**src/rtl/cnn_layer_seq.sv**
```systemverilog
// CNN layer sequencer: issues ctrl codes 1..6 in order and waits for each echo on return_ctrl.
// Optional build macro CNN_SEQ_PERF_EN adds the run_cycles performance counter output.
module cnn_layer_seq #(
  parameter int unsigned TIMEOUT_CYCLES = 2000000,
  parameter int unsigned TO_W           = 24
) (
  input  logic        clk,
  input  logic        reset_n,
  input  logic        start,
  input  logic        abort,
  input  logic        img_ready,
  input  logic [7:0]  return_ctrl,
  output logic [7:0]  ctrl,
  output logic        busy,
  output logic        done,
  output logic        error,
  output logic [2:0]  step,
  output logic [2:0]  err_step
`ifdef CNN_SEQ_PERF_EN
  ,
  output logic [31:0] run_cycles
`endif
);

  typedef enum logic [2:0] {IDLE, CLEAR, ISSUE, DONE, ERR} state_t;

  localparam logic [TO_W-1:0] TO_LAST =
    TO_W'((TIMEOUT_CYCLES == 0) ? 0 : TIMEOUT_CYCLES - 1);

  state_t          state, state_n;
  logic [2:0]      step_n, err_step_n;
  logic            error_n;
  logic [7:0]      ret_q;
  logic [TO_W-1:0] to_cnt;
  logic            ack, to_hit, start_ok;

  // The echo is combinational from ctrl, so only the registered copy is compared.
  assign ack    = (ret_q == {5'd0, step}) && ((step != 3'd1) || img_ready);
  assign to_hit = (TIMEOUT_CYCLES != 0) && (to_cnt == TO_LAST);

  always_comb begin
    state_n    = state;
    step_n     = step;
    error_n    = error;
    err_step_n = err_step;
    start_ok   = 1'b0;
    if (abort) begin
      state_n    = IDLE;
      step_n     = 3'd0;
      error_n    = 1'b0;
      err_step_n = 3'd0;
    end else begin
      case (state)
        IDLE, DONE, ERR: begin
          if (start) begin
            start_ok   = 1'b1;
            state_n    = CLEAR;
            step_n     = 3'd1;
            error_n    = 1'b0;
            err_step_n = 3'd0;
          end else if (state == DONE) begin
            state_n = IDLE;
          end
        end
        CLEAR: state_n = ISSUE;
        ISSUE: begin
          if (ack) begin
            if (step == 3'd6) begin
              state_n = DONE;
            end else begin
              step_n  = step + 3'd1;
              state_n = CLEAR;
            end
          end else if (to_hit) begin
            error_n    = 1'b1;
            err_step_n = step;
            state_n    = ERR;
          end
        end
        default: state_n = IDLE;
      endcase
    end
  end

  always_ff @(posedge clk or negedge reset_n) begin
    if (!reset_n) begin
      state    <= IDLE;
      step     <= 3'd0;
      error    <= 1'b0;
      err_step <= 3'd0;
      ctrl     <= 8'd0;
      busy     <= 1'b0;
      done     <= 1'b0;
      ret_q    <= 8'd0;
      to_cnt   <= '0;
    end else begin
      state    <= state_n;
      step     <= step_n;
      error    <= error_n;
      err_step <= err_step_n;
      // Outputs are decoded from the next state so they line up with it.
      ctrl     <= (state_n == ISSUE) ? {5'd0, step_n} : 8'd0;
      busy     <= (state_n == CLEAR) || (state_n == ISSUE);
      done     <= (state_n == DONE);
      ret_q    <= (state == CLEAR) ? 8'd0 : return_ctrl;
      to_cnt   <= (state == ISSUE) ? to_cnt + TO_W'(1) : '0;
    end
  end

`ifdef CNN_SEQ_PERF_EN
  logic [31:0] perf_cnt, perf_n;

  always_comb begin
    perf_n = perf_cnt;
    if (busy && (perf_cnt != 32'hFFFF_FFFF)) perf_n = perf_cnt + 32'd1;
  end

  always_ff @(posedge clk or negedge reset_n) begin
    if (!reset_n) begin
      perf_cnt   <= 32'd0;
      run_cycles <= 32'd0;
    end else begin
      perf_cnt <= start_ok ? 32'd0 : perf_n;
      // Include the final busy cycle that leads into DONE.
      if (state_n == DONE) run_cycles <= perf_n;
    end
  end
`endif

endmodule

```
**config.mk**
```make
export PLATFORM = sky130hd
export DESIGN_NAME = cnn_layer_seq
export DESIGN_NICKNAME = d
export VERILOG_FILES = /design/src/rtl/cnn_layer_seq.sv
export SDC_FILE = /design/constraint.sdc
export NUM_CORES = 1
export LEC_CHECK = 0
export BUFFER_PORTS_ARGS = -buffer_cell sky130_fd_sc_hd__buf_4
export CAP_MARGIN = 20
export CORE_MARGIN = 1.5
export CORE_UTILIZATION = 45
export DETAILED_ROUTE_END_ITERATION = 16
export GPL_TIMING_DRIVEN = 0
export PLACE_DENSITY_LB_ADDON = 0.1
export SETUP_SLACK_MARGIN = 0.02
export SYNTH_ARGS = -nofsm -noshare
export SYNTH_HDL_FRONTEND = slang
export SYNTH_SLANG_ARGS = --single-unit
```
**constraint.sdc**
```tcl
create_clock -name clk -period 2.1 [get_ports clk]
set_input_delay 0.21 -clock clk [delete_from_list [all_inputs] [get_ports clk]]
set_output_delay 0.21 -clock clk [all_outputs]
set_load 0.01 [all_outputs]
```
==> impl_metrics.toml <==
[cts]
clockBufferDepth = 2
clk_pin_slew_ns = 0.09
htree_levels = 2
cts_tree = "built"
cts.sinks = 47
cts_buffers = 5
root_buffer = "clkbuf_8"
clk_latency_ns = 0.30

[sta]
period_minus_slack_ns = 2.10
rsz0062_at_grt = "yes"
worst_pin_slew_ns = 0.707
setup_ws_ns = 0.00368
setup_viol = 0
fin_skew_ns = 0.00610
drv_slew = 0
fin_crit_sh_pct = 99.8
timing.final.hold_violations = 0
max_slew_margin_pct = 52.3
fmax_mhz = 477
whs_ns = 0.108

[placement]
place_ws_ns = -0.262
placed_area_um2 = 2720
hpwl_um = 3360
port_buffers = 23
gp_congestion = 0.805
dp.cells = 343

[floorplan]
die_area_um2 = 5880
core_um2 = 5170
ios = 30
fp.dieW_um = 76.7
initial_core_util_pct = 47.2
die_y_um = 76.7
rows = 26

[setup_path]
arrival_ns = 2.29
crit_path_end_kind = "register"
critPathMaxFanout = 3
cp-start-kind = "register"
worstSetupPathType = "reg -> reg"
crit_required_ns = 2.29

[route]
routed_wl_um = 5100
drt_iter0_drc = 115
drc = 0
drt_first_pass_iters = 4
post_drt_wl_per_cell_um = 14.1
avgViaCountPerCell = 5.30
dr_total_vias = 1918
ant_nets = 0

[global_route]
grt_usage_pct = 18.4
gr-total-overflow = 0
first_global_vias = 1704
antenna_found_initial = 0
grt_pass1_wl_um = 8530
grt_max_degree = 48

[pwr]
p_leak_uw = 0.00125
power_uw = 1930
power.density_nw_per_um2 = 624
ir_drop_mv = 0.422

[finish]
final_area_um2 = 3090
instances_no_fill = 362
mostFrequentLayoutCells = "dfrtp_1, buf_4, nor2_1"
final_common_cell = "dfrtp_1"
antenna_cells = 0
fin_nets = 308
area_delta_synth_final_pct = 26.4
drive_gt1_share_pct = 28.4

[logic_synthesis]
synthCells = 246
ys_top_cells_by_area = "dfrtp_1, xnor2_1, nor2_1, and2_1, a21oi_1"
synth-async-reset-ratio_pct = 100
synth_cell_types = 51
ys_seq_elements = 47
synth_warnings = 0
synth_top_area_cell = "dfrtp_1"
synth_edf_count = 0
synth_top_area_share_pct = 48.2
syn_area_um2 = 2440
yosysSeqAreaShare_pct = 48.2
dominantRegCellSynth = "dfrtp_1"
syn_area_per_cell_um2 = 9.92

[hold_path]
min_path_type = "in -> reg"

[job]
cap_violations = 0

[outcome]
status = "completed"
-- metrics by stage --
step / TNS, ns / util, %
after floorplan: 0 / -
after global placement: -0.717 / 52.5
after detailed placement: -0.916 / 52.5
after CTS: -0.154 / 56.6
after global routing: -0.178 / 59.7
final: 0 / 59.7
-- registers in the layout, summed over array words and instances (netlist names), 3 cells and up --
| signal | cells |
|---|---|
| to_cnt | 24 |
| ret_q | 8 |
| ctrl | 3 |
| err_step | 3 |
| state | 3 |
| step | 3 |
-- Yosys cell counts, drive strengths merged (3+ instances only) --
cell    count
xor2        6
o311ai      3
a21oi      14
nor2       29
o21ai       8
nand3      11
clkbuf      6
nor4b       3
xnor2      15
or3         4
or2         3
dfrtp      47
buf         8
ha          4
nor4        5
nand2      14
nand4       9
nor3        8
and2       12
inv         6
nand2b      5
-- where the power goes --
part	internal, uW	leakage, uW	switching (uW)	total, uW
Clock	474	0.0000644	305	780
Sequential	927	0.000634	17.7	944
Combinational	79.8	0.000551	122	202
-- what timing repair did --
item | in CTS | in global routing
setup buffers | 3 | 7
pin swaps | 6 | 13
setup endpoints to repair | 10 | 21
hold buffers | 1 | 0
hold endpoints to repair | 47 | 0
gates cloned | 0 | 0
gates resized for setup | 9 | 27
-- metal layers --
metal,GRT usage [%],routed length [um]
met4,4.44,48
met3,3.57,165
met5,0,0
met1,26.9,2500
met2,28.1,2390
-- cell type report --
type	instances	area, um^2
clock inverters	3	67.6
well taps	70	87.6
multi-input cells	183	1330
plain buffers	14	72.6
flip-flops and latches	47	1180
inverters	6	22.5
clock buffers	5	68.8
fillers	442	2090
repair buffers	34	262
-- path summary, 6_finish.rpt --
check                           cells after the start      startpoint  slack [ns]          to
worst min-delay path                                2  return_ctrl[0]        0.11    ret_q[0]
worst max register to register                      6        ret_q[5]       0.004     ctrl[0]
min in group asynchronous                           2         reset_n        0.45  to_cnt[17]
worst max-delay path                                6        ret_q[5]       0.004     ctrl[0]
worst min register to register                      1       to_cnt[0]        0.46   to_cnt[0]
max in group asynchronous                           2         reset_n        1.23     step[1]
-- critical path: stages (launching register included) --
cell and delay, ns:
dfrtp_1 0.37, or4_4 0.54, nor4_4 0.13, buf_4 0.17, nand4_1 0.16, xnor2_2 0.22
a2111oi_4 0.38
-- logic make-up (layout without fill, tap and decap cells) --
group / Yosys count / after routing / share of synthesized area, %
and+or+nand+nor: 117 / 117 / 27.6
DFF: 47 / 47 / 48.2
adders and majority gates: 4 / 4 / 2.05
buffers and inverters: 20 / 62 / 3.90
xor gates and xnor gates: 21 / 21 / 7.53
other: 1 / 5 / 0.154
AOI/OAI and AO/OA: 34 / 34 / 9.69
muxes: 2 / 2 / 0.871
(Power assumes the default switching activity.)
